**config.mk**
```make
export PLATFORM = sky130hd
export DESIGN_NAME = cache_mem_bridge_flat
export DESIGN_NICKNAME = d
export VERILOG_FILES = /design/src/rtl/cache_mem_bridge_if.sv /design/src/rtl/cache_mem_bridge.sv /design/src/flat_wrapper.sv
export SDC_FILE = /design/constraint.sdc
export NUM_CORES = 1
export LEC_CHECK = 0
export BUFFER_PORTS_ARGS = -buffer_cell sky130_fd_sc_hd__buf_2
export CORE_AREA = 2 2 155 157
export DETAILED_ROUTE_END_ITERATION = 10
export DIE_AREA = 0 0 157 159
export PLACE_DENSITY = 0.79
export REMOVE_ABC_BUFFERS = 1
export SETUP_SLACK_MARGIN = 0.4
export SYNTH_ARGS = -nofsm -noshare
export SYNTH_HDL_FRONTEND = slang
export SYNTH_SLANG_ARGS = --single-unit
```
**constraint.sdc**
```tcl
create_clock -name clk -period 4.56 [get_ports clk]
set_input_delay 0.228 -clock clk [delete_from_list [all_inputs] [get_ports clk]]
set_output_delay 0.228 -clock clk [all_outputs]
set_load 0.05 [all_outputs]
```
**src/rtl/cache_mem_bridge_if.sv**
```systemverilog
// Bus bundles for cache_mem_bridge: controller-side line port and word-wide external memory port.
interface cache_ctrl_if #(
    parameter int unsigned ADDR_W     = 32,
    parameter int unsigned WORD_W     = 32,
    parameter int unsigned LINE_WORDS = 4
);
    logic                         mem_cs;
    logic                         mem_we;
    logic [ADDR_W-1:0]            mem_addr;
    logic [LINE_WORDS*WORD_W-1:0] wline;
    logic                         mem_ack;
    logic                         mem_err;
    logic [LINE_WORDS*WORD_W-1:0] rline;

    modport master (
        output mem_cs, mem_we, mem_addr, wline,
        input  mem_ack, mem_err, rline
    );

    modport slave (
        input  mem_cs, mem_we, mem_addr, wline,
        output mem_ack, mem_err, rline
    );
endinterface

interface ext_mem_if #(
    parameter int unsigned ADDR_W = 32,
    parameter int unsigned WORD_W = 32
);
    logic              ext_req;
    logic              ext_we;
    logic [ADDR_W-1:0] ext_addr;
    logic [WORD_W-1:0] ext_wdata;
    logic [WORD_W-1:0] ext_rdata;
    logic              ext_ready;

    modport master (
        output ext_req, ext_we, ext_addr, ext_wdata,
        input  ext_rdata, ext_ready
    );

    modport slave (
        input  ext_req, ext_we, ext_addr, ext_wdata,
        output ext_rdata, ext_ready
    );
endinterface

```
**src/rtl/cache_mem_bridge.sv**
```systemverilog
// Line-transfer engine between the L1 cache controller and a word-wide memory bus.
// Define CACHE_BRIDGE_TIMEOUT_EN to add an 8-bit stall watchdog that aborts with mem_err.
module cache_mem_bridge #(
    parameter int unsigned ADDR_W     = 32,
    parameter int unsigned WORD_W     = 32,
    parameter int unsigned LINE_WORDS = 4
) (
    input logic         clk,
    input logic         rst,
    cache_ctrl_if.slave ctrl,
    ext_mem_if.master   ext
);
    localparam int unsigned WORD_BYTES = WORD_W / 8;
    localparam int unsigned LINE_BYTES = LINE_WORDS * WORD_BYTES;
    localparam int unsigned IDX_W      = $clog2(LINE_WORDS);

    typedef enum logic [1:0] {IDLE, XFER, DONE} state_t;

    state_t                           state;
    state_t                           state_nxt;
    logic [ADDR_W-1:0]                base;
    logic                             dir;
    logic                             hold;
    logic                             last_we;
    logic [IDX_W-1:0]                 idx;
    logic [LINE_WORDS-1:0][WORD_W-1:0] wbuf;
    logic [LINE_WORDS-1:0][WORD_W-1:0] rbuf;
    logic                             start;
    logic                             beat;
    logic                             last_beat;
    logic                             timeout;

    // A held mem_cs after a completed line only restarts if the direction flips.
    assign start     = (state == IDLE) && ctrl.mem_cs && (!hold || (ctrl.mem_we != last_we));
    assign beat      = (state == XFER) && ext.ext_ready;
    assign last_beat = (idx == IDX_W'(LINE_WORDS - 1));

`ifdef CACHE_BRIDGE_TIMEOUT_EN
    logic [7:0] wdog;
    logic       err_q;

    always_ff @(posedge clk or negedge rst) begin
        if (!rst) begin
            wdog  <= '0;
            err_q <= 1'b0;
        end else begin
            if ((state != XFER) || ext.ext_ready) begin
                wdog <= '0;
            end else begin
                wdog <= wdog + 8'd1;
            end
            if (start) begin
                err_q <= 1'b0;
            end else if (timeout) begin
                err_q <= 1'b1;
            end
        end
    end

    // The 255th consecutive stall cycle is the one that sees wdog == 254.
    assign timeout      = (state == XFER) && !ext.ext_ready && (wdog == 8'd254);
    assign ctrl.mem_err = (state == DONE) && err_q;
`else
    assign timeout      = 1'b0;
    assign ctrl.mem_err = 1'b0;
`endif

    always_ff @(posedge clk or negedge rst) begin
        if (!rst) begin
            state <= IDLE;
        end else begin
            state <= state_nxt;
        end
    end

    always_comb begin
        state_nxt    = state;
        ext.ext_req  = 1'b0;
        ext.ext_we   = 1'b0;
        ctrl.mem_ack = 1'b0;
        unique case (state)
            IDLE: begin
                if (start) begin
                    state_nxt = XFER;
                end
            end
            XFER: begin
                ext.ext_req = 1'b1;
                ext.ext_we  = dir;
                if ((beat && last_beat) || timeout) begin
                    state_nxt = DONE;
                end
            end
            DONE: begin
                ctrl.mem_ack = 1'b1;
                state_nxt    = IDLE;
            end
            default: state_nxt = IDLE;
        endcase
    end

    always_ff @(posedge clk or negedge rst) begin
        if (!rst) begin
            base    <= '0;
            dir     <= 1'b0;
            hold    <= 1'b0;
            last_we <= 1'b0;
            idx     <= '0;
            wbuf    <= '0;
            rbuf    <= '0;
        end else begin
            if (start) begin
                base <= ctrl.mem_addr & ~ADDR_W'(LINE_BYTES - 1);
                dir  <= ctrl.mem_we;
                wbuf <= ctrl.wline;
                idx  <= '0;
            end
            if (beat) begin
                if (!dir) begin
                    rbuf[idx] <= ext.ext_rdata;
                end
                idx <= idx + IDX_W'(1);
            end
            // Dropping mem_cs always releases the hold, even in the DONE cycle.
            if (!ctrl.mem_cs) begin
                hold <= 1'b0;
            end else if (state == DONE) begin
                hold <= 1'b1;
            end
            if (state == DONE) begin
                last_we <= dir;
            end
        end
    end

    assign ext.ext_addr  = base + ADDR_W'(idx) * ADDR_W'(WORD_BYTES);
    assign ext.ext_wdata = wbuf[idx];
    assign ctrl.rline    = rbuf;

endmodule

```
**src/flat_wrapper.sv**
```systemverilog
// flat-port wrapper written by rule: the top's interface ports become plain ports
module cache_mem_bridge_flat 
#(
    parameter int unsigned ADDR_W     = 32,
    parameter int unsigned WORD_W     = 32,
    parameter int unsigned LINE_WORDS = 4
)
  (clk, rst, ctrl_mem_cs, ctrl_mem_we, ctrl_mem_addr, ctrl_wline, ctrl_mem_ack, ctrl_mem_err, ctrl_rline, ext_ext_req, ext_ext_we, ext_ext_addr, ext_ext_wdata, ext_ext_rdata, ext_ext_ready);
  cache_ctrl_if #(.ADDR_W(ADDR_W), .WORD_W(WORD_W), .LINE_WORDS(LINE_WORDS)) ctrl_i ();
  ext_mem_if #(.ADDR_W(ADDR_W), .WORD_W(WORD_W)) ext_i ();
  input logic clk;
  input logic rst;
  input wire logic [$bits(ctrl_i.mem_cs)-1:0] ctrl_mem_cs;
  input wire logic [$bits(ctrl_i.mem_we)-1:0] ctrl_mem_we;
  input wire logic [$bits(ctrl_i.mem_addr)-1:0] ctrl_mem_addr;
  input wire logic [$bits(ctrl_i.wline)-1:0] ctrl_wline;
  output wire logic [$bits(ctrl_i.mem_ack)-1:0] ctrl_mem_ack;
  output wire logic [$bits(ctrl_i.mem_err)-1:0] ctrl_mem_err;
  output wire logic [$bits(ctrl_i.rline)-1:0] ctrl_rline;
  output wire logic [$bits(ext_i.ext_req)-1:0] ext_ext_req;
  output wire logic [$bits(ext_i.ext_we)-1:0] ext_ext_we;
  output wire logic [$bits(ext_i.ext_addr)-1:0] ext_ext_addr;
  output wire logic [$bits(ext_i.ext_wdata)-1:0] ext_ext_wdata;
  input wire logic [$bits(ext_i.ext_rdata)-1:0] ext_ext_rdata;
  input wire logic [$bits(ext_i.ext_ready)-1:0] ext_ext_ready;
  assign ctrl_i.mem_cs = ctrl_mem_cs;
  assign ctrl_i.mem_we = ctrl_mem_we;
  assign ctrl_i.mem_addr = ctrl_mem_addr;
  assign ctrl_i.wline = ctrl_wline;
  assign ctrl_mem_ack = ctrl_i.mem_ack;
  assign ctrl_mem_err = ctrl_i.mem_err;
  assign ctrl_rline = ctrl_i.rline;
  assign ext_ext_req = ext_i.ext_req;
  assign ext_ext_we = ext_i.ext_we;
  assign ext_ext_addr = ext_i.ext_addr;
  assign ext_ext_wdata = ext_i.ext_wdata;
  assign ext_i.ext_rdata = ext_ext_rdata;
  assign ext_i.ext_ready = ext_ext_ready;
  cache_mem_bridge #(.ADDR_W(ADDR_W), .WORD_W(WORD_W), .LINE_WORDS(LINE_WORDS)) u_core (.clk(clk), .rst(rst), .ctrl(ctrl_i), .ext(ext_i));
endmodule
```
# --- After elaboration in Yosys (flattened, before gate mapping) ---
# Index checks and enable logic that the tools add are counted.
# Widths: inputs -> output; s select.
word_totals:
  reg_bits: 291
  output_inout_bits: 196
classes:
  mux: 15
  bitwise: 1
  eq_ne: 7
  addsub: 2
  n_lt_le_gt_ge: 2
  reduce_logical: 11
op_table:
  columns: ["operator", "count"]
  rows:
  - ["$bwmux 128", 1]
  - ["$bmux 32 s2", 1]
  - ["$demux 32 s2", 1]
  - ["$mux 32", 2]
  - ["$add 32x4->32", 1]
  - ["$mux 2", 4]
  - ["$logic_and 1x1->1", 5]
  - ["$mux 1", 5]
  - ["$eq 2x2->1 const B", 2]
  - ["$ne 2x1->1 const B", 2]
  - ["$pmux 2 s2", 1]
  - ["$reduce_and 2->1", 2]
  - ["$lt 2x3->1 const B", 1]
  - ["$add 2x1->2 const B", 1]
  - ["$eq 2x1->1 const B", 1]
  - ["$ge 2x1->1 const B", 1]
  - ["$logic_not 2->1", 1]
  - ["$ne 2x2->1 const B", 1]
  - ["$reduce_bool 2->1", 1]
  - ["$logic_not 1->1", 1]
  - ["$logic_or 1x1->1", 1]
  - ["$ne 1x1->1", 1]
  - ["$not 1->1", 1]

# --- Depth between registers and ports, before layout ---
# Gate-level depths: netlist of the first run.
logic_depth:
  word_depth: 5
  ltp_mapped: 7
  ltp_nobuf: 4

# --- Worst setup path before layout of the first run ---
# OpenSTA, ideal clock, no wires.
synth_timing:
  kind: "reg2reg"
  from: "register u_core.idx[0]"
  to: "register u_core.rbuf, in the netlist u_core.ctrl.rline[10]"
  path_slack_ns: 1.972
  stages_incl_launch_ff: 8
  required_ns: 4.435
  arrival_ns: 2.463
  setup_ns: 0.125
  path_buffers: 3
  cell_sequence: "dfrtp_1 -> clkbuf_1 -> buf_2 -> inv_1 -> ha_1 -> nand2_1 -> buf_1 -> mux2_2"
synth_between:
  elab_chain_cells: 5
synth_rtl:
  columns: ["element", "line", "rtl"]
  rows:
  - ["start: declaration", "cache_mem_bridge.sv:25", "logic [IDX_W-1:0] idx;"]
  - ["start signal: assignment", "cache_mem_bridge.sv:122", "idx <= idx + IDX_W'(1);"]
  - ["$lt 2x3->1 (implied by the code) or $ge 2x1->1 (tied branches)", "cache_mem_bridge.sv:120", "rbuf[idx] <= ext.ext_rdata;"]
  - ["$logic_and 1x1->1 (implied by the code)", "cache_mem_bridge.sv:120", null]
  - ["$mux 32 (implied by the code)", "cache_mem_bridge.sv:120", null]
  - ["$demux 32 s2 (*)", null, null]
  - ["$bwmux 128 (*)", "cache_mem_bridge.sv:120", null]
  - ["end signal: indexed assignment", "cache_mem_bridge.sv:120", null]
  - ["end: declaration", "cache_mem_bridge.sv:27", "logic [LINE_WORDS-1:0][WORD_W-1:0] rbuf;"]
# Mark *: on every way between the ends. The rest lies on a longest branch, timed or not.
# A chain may end at the register's enable or synchronous reset.

# --- Final worst setup path of the first run ---
layout_timing:
  from: "register u_core.idx[0]"
  to: "output port ext_ext_wdata[27]"
layout_between:
  elab_chain_cells: 2
layout_rtl:
  columns: ["element", "line", "rtl"]
  rows:
  - ["$bmux 32 s2", "cache_mem_bridge.sv:137", "assign ext.ext_wdata = wbuf[idx];"]
  - ["$mux 32 (implied by the code)", "cache_mem_bridge.sv:137", null]
  - ["end: declaration", "flat_wrapper.sv:23", "output wire logic [$bits(ext_i.ext_wdata)-1:0] ext_ext_wdata;"]
# No other way between the ends. The select of a mux whose other input is x is not followed.

==> results of run 1 <==
area by class of cell:
class	instances	area [µm²]
timing repair buffer	589	3970
tap	319	399
sequential	291	7280
clock buffer	38	842
multi-input combinational	347	4150
antenna	2	5.00
inverter	3	11.3
clock inverter	19	284
fill	1342	6250
power groups by stage:
stage	Clock [µW]	Sequential, µW	Combinational [µW]
global route	2890	4850	7730
floorplan	0	6960	3190
detailed placement	0	4650	7210
global placement	0	4560	7120
CTS	2770	4630	7370
finish	2740	4710	7440
Yosys cell counts:
cell       count
dfrtp_1      291
mux2_2       276
mux4_2        32
buf_2         19
buf_1         12
mux2_1        10
nand2_1        7
clkbuf_1       5
buf_4          4
ha_1           4
inv_1          3
nand3_1        2
nor2_1         2
nor2b_1        2
o21ai_0        2
a2111oi_4      1
a21o_1         1
and2_1         1
and3_1         1
and4bb_2       1
conb_1         1
nand3b_1       1
xnor2_1        1
metal layers:
| metal | part of all wire | vias to the layer above |
|---|---|---|
| li1 | - | 3619 |
| met1 | 0.38 | 4223 |
| met2 | 0.50 | 383 |
| met3 | 0.085 | 88 |
| met4 | 0.035 | 0 |
| met5 | 0 | - |
per-stage QoR:
step | area (µm²) | util | TNS [ps]
2_1_floorplan | 11400 | - | -319750
3_3_place_gp | 13900 | 0.599 | 0
3_5_place_dp | 13900 | 0.599 | 0
4_1_cts | 16900 | 0.730 | 0
5_1_grt | 16900 | 0.731 | 0
6_report | 16900 | 0.731 | 0
cells by family after synthesis:
kind of cell	after synthesis	share of synthesized area
multiplexers	318	0.339
flip-flops	291	0.627
buffers and inverters	43	0.0172
AND/OR/NAND/NOR	17	0.00765
adder cells (fa/ha/maj)	4	0.00431
AO/OA/AOI/OAI	4	0.00388
other	1	0.000323
XOR/XNOR	1	0.000754
final timing paths:
| kind | endpoint | startpoint | cells past startpoint |
|---|---|---|---|
| worst max-delay path | ext_ext_wdata[27] | u_core.idx[0]$_DFFE_PN0P_ | 3 |
| worst min-delay path | u_core.ctrl.rline[74]$_DFFE_PN0P_ | rst | 2 |
| min in group clk | u_core.wbuf[13]$_DFFE_PN0P_ | ctrl_wline[13] | 3 |
| worst max register to register | u_core.ctrl.rline[123]$_DFFE_PN0P_ | u_core.idx[1]$_DFFE_PN0P_ | 4 |
| max in group asynchronous | u_core.ctrl.rline[24]$_DFFE_PN0P_ | rst | 3 |
| worst min register to register | u_core.wbuf[36]$_DFFE_PN0P_ | u_core.wbuf[36]$_DFFE_PN0P_ | 1 |
registers in the layout, indices dropped and copies added, names as in the netlist:
signal,count
u_core.ctrl.rline,128
u_core.wbuf,128
u_core.base,28
u_core.idx,2
u_core.state,2
u_core.dir,1
u_core.hold,1
u_core.last_we,1
what timing repair did:
item,4_1_cts,5_1_grt
setup buffers,0,0
hold buffers,192,0
hold endpoints to repair,391,0
==> summary.md, run 1 <==
| Metric | Value |
|---|---|
| CTS Root Cell | `clkbuf_16` |
| Yosys reg bits | `roughly 290` |
| Worst-path maximum fanout | `21` |
| Slowest Stage Delay on Critical Path | `just over 800 ps` |
| Final Cycle Share | `0.638` |
| First-pass GRT wire length | `52200 µm` |
| Fmax | `0.344 GHz` |
| Initial antenna violation count | `2` |
| Initial Util | `0.501` |
| Longest Clk Path Bufs | `3` |
| Area leader, netlist | `dfrtp_1` |
| Clock power frac | `0.184` |
| Cell area power density | `879 nW/µm²` |
| Final non-filler cell total | `between 1500 and 2000` |
| Netlist cell types | `23` |
| Reg2Reg Setup Slack | `2030 ps` |
| DRT iter0 DRCs | `378` |
| Via count | `8313` |
| Mean Syn Cell Area | `between 15 and 20 µm²` |
| Slew headroom | `0.346` |
| Setup slack after layout | `1650 ps` |
| Net Sw Frac | `0.461` |
| CP Capture Type | `primary output` |
| Internal power | `8030 µW` |
| Wire per inst | `20.8 µm` |
| M1 GR Usage | `0.319` |
| Setup violators final | `0` |
| H-tree levels | `1` |
| Syn Inst Count | `679` |
| Synthesis-to-finish area growth | `45.8%` |
| Max Transition Viols Final | `0` |
| Post-cts resize count | `0` |
| GRT Overall Usage | `0.266` |
| I/O Buffers | `a little under 400` |
| Crit path buffers/inverters | `2` |
| Actual slew at the worst max-slew pin | `roughly 1000 ps` |
| Row count | `between 50 and 60` |
| Arrival @ worst endpoint | `2680 ps` |
| Hold crit path type | `in2async` |
| CP max stage cell | `dfrtp_2` |
| Top delay family on crit path | `flip-flops` |
| Die W | `about 160 µm` |
| M2 GR Usage | `0.461` |
| P_leak | `0.00797 µW` |
| Final wirelength | `around 33000 µm` |
| WHS | `347 ps` |
| Drt pass-1 iters | `4` |
| TritonCTS clock tree | `done` |
| Clk slew on worst S/H paths | `60 ps` |
| Core Area | `23200 µm²` |
| Place WS | `2020 ps` |
| CP Data Required Time | `around 4300 ps` |
| GP Congestion | `0.780` |
| Dominant cells by area after synthesis | `dfrtp_1 63%, mux2_2 27%, mux4_2 6.2%` |
| Overall Power | `14900 µW` |
| Psw | `6860 µW` |
| Final Hold Vio Count | `0` |
| Reg power frac | `0.316` |
| Clock sink count | `291` |
| Worst-path cell chain | `buf_4 -> mux4_2 -> buf_2` |
| Most frequent cells in the layout | `384 x buf_2, 289 x dfrtp_1, 276 x mux2_2, 192 x dlygate4sd3_1, 32 x mux4_2` |
| Ys Warns | `0` |
| GR peak layer | `met2` |
| Vias in the first global route | `9477` |
| Maximum vdd drop | `0.636 mV` |
| Later-pin clock latency in the skew report | `540 ps` |
| Startpoint class of the critical path | `register` |
| DP HPWL | `around 19000 µm` |
| Status | `finished clean` |
| Final worst path period need | `2910 ps` |
| MaxCap Viol Count | `0` |
| Most common cell after layout, fill and taps aside | `buf_2` |
| Via density | `between 5 and 6` |
| RSZ-0062 raised after global routing | `no` |
| DRC viols | `0` |
| Post-synth top area share | `0.627` |
| Met3 Use GR | `0.0724` |
| Number of instances in the placed design | `1357` |
| Grt ovf | `0` |
| Num CTS Buffers | `31` |
| Antenna-violating nets left | `0` |
| Layout cells sized above 1 | `0.593` |
| Setup CP Type | `reg2out` |
| DIE AREA | `25000 µm²` |
| Register area share after synthesis | `0.627` |
| Synth Cell Area | `approximately 12000 µm²` |
| Ports | `393` |
| Vert. Die Dim | `between 150 and 200 µm` |
| Nets | `1464` |
| Combinational power share | `0.500` |
| Setup Skew | `7.39 ps` |
| Largest net degree at the start of global routing | `109` |
(Power assumes the default switching activity.)
==> run 2: changes to the inputs <==
Settings changed: CORE_AREA 2 2 155 157 to not set, CORE_MARGIN set to 2, CORE_UTILIZATION set to 45, DIE_AREA 0 0 157 159 to not set, PLACE_DENSITY 0.79 to 0.76.
Clock period 4.56 ns to 2.4 ns, I/O delays scaled along.
==> run 2 against run 1 <==
Non-clock buffer count grew 38. Combinational power rose by 110%. Wire length rose by 11%. Critical path depth is 1 higher. Critical endpoint is now ext_ext_wdata[15].
==> summary.md, run 2 (same netlist as run 1, synthesis figures left out) <==
| Metric | Value |
|---|---|
| Actual slew at the worst max-slew pin | `521 ps (-460 ps)` |
| GP Congestion | `0.770 (-1.3%)` |
| Final non-filler cell total | `1658 (+3.1%)` |
| Setup slack after layout | `202 ps (-1450 ps)` |
| Synthesis-to-finish area growth | `53.2%` |
| Grt ovf | `0 (unchanged)` |
| DRC viols | `0 (unchanged)` |
| Final worst path period need | `2200 ps` |
| RSZ-0062 raised after global routing | `yes` |
| Overall Power | `29900 µW (+100%)` |
| WHS | `115 ps (-231 ps)` |
| Row count | `58 (+3.6%)` |
| Final wirelength | `37200 µm (+11%)` |
| Via density | `5.31 (+2.7%)` |
| Clk slew on worst S/H paths | `60 ps (about the same)` |
| Slew headroom | `0.652 (+0.307)` |
| Fmax | `0.455 GHz` |
| Placement Cell Area | `14100 µm² (+1.6%)` |
| First-pass GRT wire length | `52000 µm (-0.24%)` |
| Max Transition Viols Final | `0 (unchanged)` |
| Later-pin clock latency in the skew report | `560 ps (+20 ps)` |
| Fillcell total | `1492 (+11%)` |
| Net Sw Frac | `0.454 (-0.00687)` |
| TritonCTS clock tree | `done` |
| Most common cell after layout, fill and taps aside | `buf_2` |
| Design area | `17800 µm² (+5.1%)` |
| Reg power frac | `0.296 (-0.020)` |
| Setup violators final | `0 (unchanged)` |
| Core Area | `25300 µm² (+8.9%)` |
| Clock power frac | `0.172 (-0.012)` |
| CP Capture Type | `primary output` |
| Arrival @ worst endpoint | `2080 ps (-600 ps)` |
| Longest Clk Path Bufs | `3 (unchanged)` |
| Final Hold Vio Count | `0 (unchanged)` |
| Worst-path maximum fanout | `7 (-67%)` |
| Combinational power share | `0.532 (+0.032)` |
| Vert. Die Dim | `165 µm (+3.6%)` |
| MaxCap Viol Count | `0 (unchanged)` |
| Place WS | `356 ps (-1670 ps)` |
| Cell area power density | `1680 nW/µm² (+91%)` |
| DIE AREA | `27100 µm² (+8.7%)` |
| CP Data Required Time | `2280 ps (-2050 ps)` |
| Clock sink count | `291 (unchanged)` |
| Num CTS Buffers | `31 (unchanged)` |
| Hold crit path type | `in2async` |
| DP HPWL | `20000 µm (+5.8%)` |
| Psw | `13600 µW (+98%)` |
| Initial antenna violation count | `3 (+1)` |
| DRT iter0 DRCs | `610 (+61%)` |
| Setup Skew | `20.7 ps (+13.3 ps)` |
| Internal power | `16300 µW (+100%)` |
| Largest net degree at the start of global routing | `64 (-41%)` |
| Ports | `393 (unchanged)` |
| Via count | `8799 (+5.8%)` |
| Nets | `1502 (+2.6%)` |
| P_leak | `0.00837 µW (+5.0%)` |
| Drt pass-1 iters | `6 (+2)` |
| Vias in the first global route | `9477 (unchanged)` |
| Status | `finished clean` |
| Startpoint class of the critical path | `register` |
| CTS Root Cell | `clkbuf_16` |
| Maximum vdd drop | `1.66 mV (+160%)` |
| Layout cells sized above 1 | `0.605 (+0.0124)` |
| Most frequent cells in the layout | `358 x buf_2, 289 x dfrtp_1, 272 x mux2_2, 192 x dlygate4sd3_1, 39 x clkbuf_16` |
| Number of instances in the placed design | `1378 (+1.5%)` |
| GRT Overall Usage | `0.248 (-0.0171)` |
| Die W | `165 µm (+4.9%)` |
| H-tree levels | `1 (unchanged)` |
| Initial Util | `0.460 (-0.0409)` |
| Final Cycle Share | `0.916` |
| I/O Buffers | `385 (unchanged)` |
| Reg2Reg Setup Slack | `400 ps (-1630 ps)` |
| Wire per inst | `22.5 µm (+8.0%)` |
| Antenna-violating nets left | `0 (unchanged)` |
| Setup CP Type | `reg2out` |
run 2: changes by cell type in the layout (fill, tap and decap cells not counted), moves of 2 or more:
cell / previous run / this run
buf_6: 0 / 28
clkbuf_16: 31 / 39
buf_12: 2 / 10
inv_6: 0 / 2
buf_4: 10 / 22
buf_16: 0 / 7
mux2_4: 0 / 5
mux2_2: 276 / 272
clkinvlp_4: 3 / 0
buf_2: 384 / 358
clkbuf_1: 3 / 5
run 2: path summary, 6_finish.rpt:
kind                                         startpoint                                 end  cells after the start
max                           u_core.idx[0]$_DFFE_PN0P_                   ext_ext_wdata[15]                      4
min reg2reg                u_core.wbuf[123]$_DFFE_PN0P_        u_core.wbuf[123]$_DFFE_PN0P_                      1
min in group clk                        ctrl_wline[102]        u_core.wbuf[102]$_DFFE_PN0P_                      3
max in group asynchronous                           rst  u_core.ctrl.rline[123]$_DFFE_PN0P_                      3
min                                                 rst   u_core.ctrl.rline[34]$_DFFE_PN0P_                      2
max reg2reg                  u_core.last_we$_DFFE_PN0P_         u_core.wbuf[57]$_DFFE_PN0P_                      7
run 2: per-layer routing:
metal	vias to the layer above	routed length (µm)	GRT usage
met5	-	0	0
met4	0	1340	0.0775
met3	102	3600	0.0801
met2	474	18700	0.440
met1	4518	13600	0.287
li1	3705	-	-
run 2: stage by stage:
stage,util,setup TNS (ps)
final,0.705,0
after floorplan,-,-802640
after CTS,0.690,0
after detailed placement,0.559,0
after global placement,0.559,0
after global routing,0.705,0
run 2: power groups by stage:
stage	Combinational, µW	Clock, µW	Sequential, µW
after floorplan	6060	0	13200
after global placement	13900	0	8510
after detailed placement	14100	0	8670
after CTS	15300	5170	8630
after global routing	16500	5400	9050
final	15900	5140	8840
run 2: area by class of cell:
type / count / area, µm² / area share
sequential: 291 / 7280 / 0.409
timing repair buffer: 627 / 4820 / 0.271
multi-input combinational: 347 / 4170 / 0.234
clock buffer: 40 / 850 / 0.0477
tap: 330 / 413 / 0.0232
clock inverter: 17 / 246 / 0.0138
inverter: 3 / 11.3 / 0.000633
antenna: 3 / 7.51 / 0.000422
run 2: timing repair:
item                                   in CTS  in global routing
gates resized for setup                    54                 15
endpoints found under the hold margin     450                  0
setup endpoints to repair                 134                103
gates cloned                                3                 10
hold buffers                              192                  0
setup buffers                               4                 11
pin swaps                                   1                  2
run 2: critical path, stage by stage (launching register included):
cell	delay, ps
dfrtp_2	480
buf_12	160
buf_16	140
mux4_2	550
buf_6	180
